**src/rtl/regfile_param_if.sv**
```systemverilog
// Register file access bundle: decode-side read addresses, writeback-side write port,
// clear request and the combinational read data / busy status coming back.
interface regfile_param_if #(
    parameter int DATA_WIDTH = 16,
    parameter int ADDR_WIDTH = 3
);
    logic                  writeOrder;
    logic [ADDR_WIDTH-1:0] writeAddr;
    logic [DATA_WIDTH-1:0] writeData;
    logic [ADDR_WIDTH-1:0] readAddr1;
    logic [ADDR_WIDTH-1:0] readAddr2;
    logic                  clearReq;
    logic [DATA_WIDTH-1:0] readData1;
    logic [DATA_WIDTH-1:0] readData2;
    logic                  busy;

    modport master (
        output writeOrder, writeAddr, writeData, readAddr1, readAddr2, clearReq,
        input  readData1, readData2, busy
    );

    modport slave (
        input  writeOrder, writeAddr, writeData, readAddr1, readAddr2, clearReq,
        output readData1, readData2, busy
    );
endinterface

```
**src/rtl/regfile_param.sv**
```systemverilog
// Parametrised 2R/1W register file with write bypass and a zeroing clear engine; optional REGFILE_ZERO_REG_EN hardwires entry 0 to zero.
// Latency: reads combinational (zero cycles), writes commit on the rising edge; a clear takes 2**ADDR_WIDTH cycles.
// Backpressure: none; while busy writes and clear requests are dropped and reads return zero.
module regfile_param #(
    parameter int DATA_WIDTH = 16,
    parameter int ADDR_WIDTH = 3,
    parameter bit BYPASS     = 1'b1
) (
    input  logic            clock,
    input  logic            resetN,
    regfile_param_if.slave  rf
);
    localparam int DEPTH = 2 ** ADDR_WIDTH;

`ifdef REGFILE_ZERO_REG_EN
    localparam bit ZERO_REG = 1'b1;
`else
    localparam bit ZERO_REG = 1'b0;
`endif

    typedef enum logic {
        IDLE  = 1'b0,
        CLEAR = 1'b1
    } state_t;

    state_t                state;
    state_t                nextState;
    logic [ADDR_WIDTH-1:0] clrPtr;
    logic [ADDR_WIDTH-1:0] nextPtr;
    logic [DATA_WIDTH-1:0] mem [DEPTH];
    logic                  writeEn;

    always_ff @(posedge clock) begin
        if (!resetN) begin
            state  <= CLEAR;
            clrPtr <= '0;
        end else begin
            state  <= nextState;
            clrPtr <= nextPtr;
        end
    end

    always_comb begin
        nextState = state;
        nextPtr   = clrPtr;
        case (state)
            IDLE: begin
                if (rf.clearReq) begin
                    nextState = CLEAR;
                end
            end
            CLEAR: begin
                // pointer wraps naturally to 0 on the last entry
                nextPtr = clrPtr + ADDR_WIDTH'(1);
                if (clrPtr == ADDR_WIDTH'(DEPTH - 1)) begin
                    nextState = IDLE;
                end
            end
            default: begin
                nextState = CLEAR;
                nextPtr   = '0;
            end
        endcase
    end

    assign writeEn = (state == IDLE) && rf.writeOrder &&
                     !(ZERO_REG && (rf.writeAddr == '0));

    // Array has no reset of its own; the clear engine is what zeroes it.
    always_ff @(posedge clock) begin
        if (resetN) begin
            if (state == CLEAR) begin
                mem[clrPtr] <= '0;
            end else if (writeEn) begin
                mem[rf.writeAddr] <= rf.writeData;
            end
        end
    end

    function automatic logic [DATA_WIDTH-1:0] readPort(input logic [ADDR_WIDTH-1:0] addr);
        logic [DATA_WIDTH-1:0] data;
        data = mem[addr];
        if (state != IDLE) begin
            data = '0;
        end else if (ZERO_REG && (addr == '0)) begin
            data = '0;
        end else if (BYPASS && rf.writeOrder && (addr == rf.writeAddr)) begin
            data = rf.writeData;
        end
        return data;
    endfunction

    always_comb begin
        rf.readData1 = readPort(rf.readAddr1);
        rf.readData2 = readPort(rf.readAddr2);
    end

    assign rf.busy = (state == CLEAR);
endmodule

```
**src/flat_wrapper.sv**
```systemverilog
// flat-port wrapper written by rule: the top's interface ports become plain ports
module regfile_param_flat 
#(
    parameter int DATA_WIDTH = 16,
    parameter int ADDR_WIDTH = 3,
    parameter bit BYPASS     = 1'b1
)
  (clock, resetN, rf_writeOrder, rf_writeAddr, rf_writeData, rf_readAddr1, rf_readAddr2, rf_clearReq, rf_readData1, rf_readData2, rf_busy);
  regfile_param_if #(.DATA_WIDTH(DATA_WIDTH), .ADDR_WIDTH(ADDR_WIDTH)) rf_i ();
  input  logic clock;
  input  logic resetN;
  input wire logic [$bits(rf_i.writeOrder)-1:0] rf_writeOrder;
  input wire logic [$bits(rf_i.writeAddr)-1:0] rf_writeAddr;
  input wire logic [$bits(rf_i.writeData)-1:0] rf_writeData;
  input wire logic [$bits(rf_i.readAddr1)-1:0] rf_readAddr1;
  input wire logic [$bits(rf_i.readAddr2)-1:0] rf_readAddr2;
  input wire logic [$bits(rf_i.clearReq)-1:0] rf_clearReq;
  output wire logic [$bits(rf_i.readData1)-1:0] rf_readData1;
  output wire logic [$bits(rf_i.readData2)-1:0] rf_readData2;
  output wire logic [$bits(rf_i.busy)-1:0] rf_busy;
  assign rf_i.writeOrder = rf_writeOrder;
  assign rf_i.writeAddr = rf_writeAddr;
  assign rf_i.writeData = rf_writeData;
  assign rf_i.readAddr1 = rf_readAddr1;
  assign rf_i.readAddr2 = rf_readAddr2;
  assign rf_i.clearReq = rf_clearReq;
  assign rf_readData1 = rf_i.readData1;
  assign rf_readData2 = rf_i.readData2;
  assign rf_busy = rf_i.busy;
  regfile_param #(.DATA_WIDTH(DATA_WIDTH), .ADDR_WIDTH(ADDR_WIDTH), .BYPASS(BYPASS)) u_core (.clock(clock), .resetN(resetN), .rf(rf_i));
endmodule
```
**config.mk**
```make
export PLATFORM = sky130hd
export DESIGN_NAME = regfile_param_flat
export DESIGN_NICKNAME = d
export VERILOG_FILES = /design/src/rtl/regfile_param_if.sv /design/src/rtl/regfile_param.sv /design/src/flat_wrapper.sv
export SDC_FILE = /design/constraint.sdc
export NUM_CORES = 1
export LEC_CHECK = 0
export CAP_MARGIN = 20
export CORE_MARGIN = 5
export CORE_UTILIZATION = 60
export DETAILED_ROUTE_END_ITERATION = 6
export GPL_ROUTABILITY_DRIVEN = 0
export PLACE_DENSITY = 0.83
export SKIP_LAST_GASP = 1
export SLEW_MARGIN = 25
export SYNTH_ARGS = -nofsm -noshare
export SYNTH_HDL_FRONTEND = slang
export SYNTH_SLANG_ARGS = --single-unit
```
**constraint.sdc**
```tcl
create_clock -name clock -period 6.5 [get_ports clock]
set_input_delay 1.3 -clock clock [delete_from_list [all_inputs] [get_ports clock]]
set_output_delay 1.3 -clock clock [all_outputs]
set_load 0.02 [all_outputs]
```
==> results of run 1 <==
-- power groups by stage --
stage                     logic (W)  registers [W]  clock network, W
after detailed placement   0.000174       0.000970                 0
after floorplan            0.000119       0.000967                 0
after global placement     0.000171       0.000967                 0
after global routing       0.000189       0.000955          0.000974
after CTS                  0.000177       0.000953          0.000933
final                      0.000180       0.000954          0.000934
-- cell usage in the layout (no fill, tap or decap), types with 4 or more instances in the layout --
| master | n |
|---|---|
| a211oi_1 | 31 |
| nor2b_1 | 4 |
| mux2i_1 | 64 |
| buf_4 | 17 |
| nor2_1 | 41 |
| clkinv_1 | 5 |
| nor3_1 | 30 |
| mux4_1 | 20 |
| a31oi_1 | 4 |
| clkdlybuf4s50_1 | 59 |
| xnor2_1 | 6 |
| o22ai_1 | 30 |
| nand2_1 | 6 |
| mux4_2 | 14 |
| and2_1 | 16 |
| dfxtp_1 | 4 |
| clkbuf_16 | 17 |
| edfxtp_1 | 128 |
-- cell usage after synthesis --
cell	n	area (µm²)
buf_4	8	60.1
and4_1	2	17.5
o21ai_0	3	15.0
nand4_1	2	12.5
inv_1	2	7.51
xnor2_1	6	52.6
dfxtp_1	4	80.1
nor3_2	1	10.0
nand2_1	6	22.5
buf_12	2	40.0
mux4_1	20	526
clkbuf_1	9	33.8
nor3_1	30	150
nand2b_2	2	17.5
ha_1	2	25.0
a211oi_1	31	233
buf_6	2	22.5
mux4_2	14	315
mux2i_1	64	641
a31oi_1	4	25.0
nor2b_1	4	25.0
a211oi_2	1	12.5
or2_1	2	12.5
o22ai_1	30	188
nor2_1	41	154
buf_2	14	70.1
o21a_1	1	7.51
clkbuf_2	2	10.0
and2_1	16	100
and3b_1	1	8.76
edfxtp_1	128	3840
nor3b_1	3	22.5
-- metrics by stage --
step	hold WS [ps]	util, %	std cells
after floorplan	544	-	457
after global placement	566	67.9	638
after CTS	601	73.2	670
after detailed placement	590	67.9	638
final	592	73.2	670
after global routing	648	73.2	670
-- final cells by class --
cell class,count,area [µm²]
fill,662,2930
clock buffer,20,437
sequential,132,3920
tap,140,175
multi-input combinational,286,2590
clock inverter,12,138
timing repair buffer,78,728
inverter,2,7.51
-- state kept, by name (all words and copies together), names as in the netlist --
| register | cells |
|---|---|
| u_core.clrPtr | 3 |
| u_core.mem | 128 |
| u_core.rf.busy | 1 |
-- worst max path at each step --
| stage | startpoint | end | depth (start not counted) | slack, ps |
|---|---|---|---|---|
| finish | rf_readAddr2[0] | rf_readData2[8] | 6 | 810 |
| global route | rf_readAddr2[0] | rf_readData2[8] | 6 | 680 |
| CTS | rf_readAddr2[1] | rf_readData2[8] | 6 | 900 |
| detailed placement | rf_readAddr2[1] | rf_readData2[12] | 6 | 990 |
| global placement | rf_readAddr2[0] | rf_readData2[12] | 6 | 1010 |
| floorplan | rf_readAddr2[0] | rf_readData2[10] | 7 | 2530 |
-- worst max-delay path, stage by stage --
cell and delay [ps]:
clkdlybuf4s50_1 810, xnor2_1 380, and4_1 810, a211oi_1 160
nor3_1 250, clkdlybuf4s50_1 660
-- layer usage --
metal	vias to the layer above	wire, µm
met5	-	0
met4	0	634
met3	69	1700
met2	355	8940
met1	2286	6250
li1	1986	-
-- cell families after synthesis --
group,Yosys count,synth area share [%]
multiplexers,98,21.9
AND/OR/NAND/NOR,110,8.18
flip-flops,132,58.0
XOR/XNOR,6,0.777
AO/OA/AOI/OAI,70,7.11
adder cells (fa/ha/maj),2,0.370
buffers and inverters,39,3.61
==> summary.md, run 1 <==
| Metric | Value |
|---|---|
| Cell Area, Placed | ~0.0074 mm² |
| Design area | 0.00800 mm² |
| Vias in the first global route | between 4000 and 5000 |
| Post-synth net total | 488 |
| Hold worst-path end | u_core.clrPtr[1]$_SDFFE_PN0P_ |
| Port buffer count | between 60 and 70 |
| Period utilization | between 80 and 90% |
| Met1 Use GR | 32.9% |
| Worst Setup End Kind | primary output |
| CTS tree | built |
| Global route total overflow | 0 |
| Sum Neg Setup Slack | 0 ps |
| Internal power | 0.00162 W |
| Sw Ratio | 21.8% |
| Die height | ~120 µm |
| Warnings from Yosys | 0 |
| Clk sinks | around 130 |
| Clk_skew | 7.06 ps |
| Initial core utilization | roughly three fifths |
| HP Class | flip-flop to flip-flop |
| Comb pwr share | 8.7% |
| R2R Path Start | u_core.rf.busy$_SDFF_PN1_ |
| Total CTS buffers | 17 |
| CP Class | primary input to primary output |
| Clk_lat worst skew | 410 ps |
| Achievable frequency | approximately 180 MHz |
| Syn avg cell area | roughly 15 µm² |
| Sequential-to-total area share from yosys stat | 58.0% |
| Via Count | 4696 |
| Largest net degree at the start of global routing | 48 |
| DRT Pass-1 Iters | 6 |
| GR peak layer | met2 |
| Psw | 0.000451 W |
| PwrDens | 258 mW/mm² |
| Max-slew violations | 0 |
| First-pass GRT wire length | 26.7 mm |
| Worst Hold Launch | u_core.clrPtr[1]$_SDFFE_PN0P_ |
| Met2 Use GR | 45.6% |
| Endpoints failing hold | 0 |
| DR iter-0 viols | a little under 500 |
| Post-DP HPWL | 10.5 mm |
| Clock period minus worst slack | around 5700 ps |
| Die area | 0.0135 mm² |
| H-Tree Depth | 4 |
| CP max FO | 15 |
| Sequential share of power | 46.1% |
| Routed Antenna Nets | 0 |
| Clock slew at reported path FFs | approximately 50 ps |
| GR Util All Layers | 27.2% |
| Area delta synth->final | 18.4% |
| Final wirelength | 17.5 mm |
| Slew headroom | 33.1% |
| Initial antenna violation count | 0 |
| Drc violations | 0 |
| IO Pins | 62 |
| CP Data Required Time | 5200 ps |
| Routed vias/inst | 7.01 |
| VDD IR max | 0.182 mV |
| Status | completed |
| Post-CTS setup buffers | 0 |
| Row cnt | 38 |
| P_leak | 2.94 nW |
| Max clock buf depth | 2 |
| Kind of start point of the critical path | primary input |
| WL/cell | 26.2 µm |
| DP Worst Slack | 990 ps |
| #FFs+latches synth | roughly 130 |
| Hold_buf cts | 0 |
| Die width | 116 µm |
| WP data arrival | 4390 ps |
| Synth cell types | 32 |
| Mapped Area | 0.00676 mm² |
| CTS Root Cell | clkbuf_16 |
| Ant diodes | 0 |
| Met3 GRT Util | 6.89% |
| R2R depth | 5 |
| Worst setup margin | between 800 and 900 ps |
| Pwr Total | 0.00207 W |
| Terminus of the critical flop-to-flop path | u_core.mem[1][8]$_DFFE_PP_ |
| RSZ-0062 raised after global routing | no |
| Clock network power share | 45.2% |
| Hold Path Depth | 2 |
| Core ar. | between 0.01 and 0.015 mm² |
| Share of cells above drive strength 1 | 11.5% |
| Synth Instances | 457 |
| PostCTS Resize Cnt | 0 |
| Reg2Reg Setup Slack | around 3300 ps |
| Max-cap violations | 0 |
| NumNets Final | about 550 |
| Slew @ Worst Pin | between 1000 and 1500 ps |
| Setup violators final | 0 |
Note: power is estimated with default switching activity, not from simulation.
==> inputs of run 2 (changes only) <==
- GPL_TIMING_DRIVEN: default -> 1
==> results of run 2 <==
Final layout, timing and power as in run 1 (identical DEF).
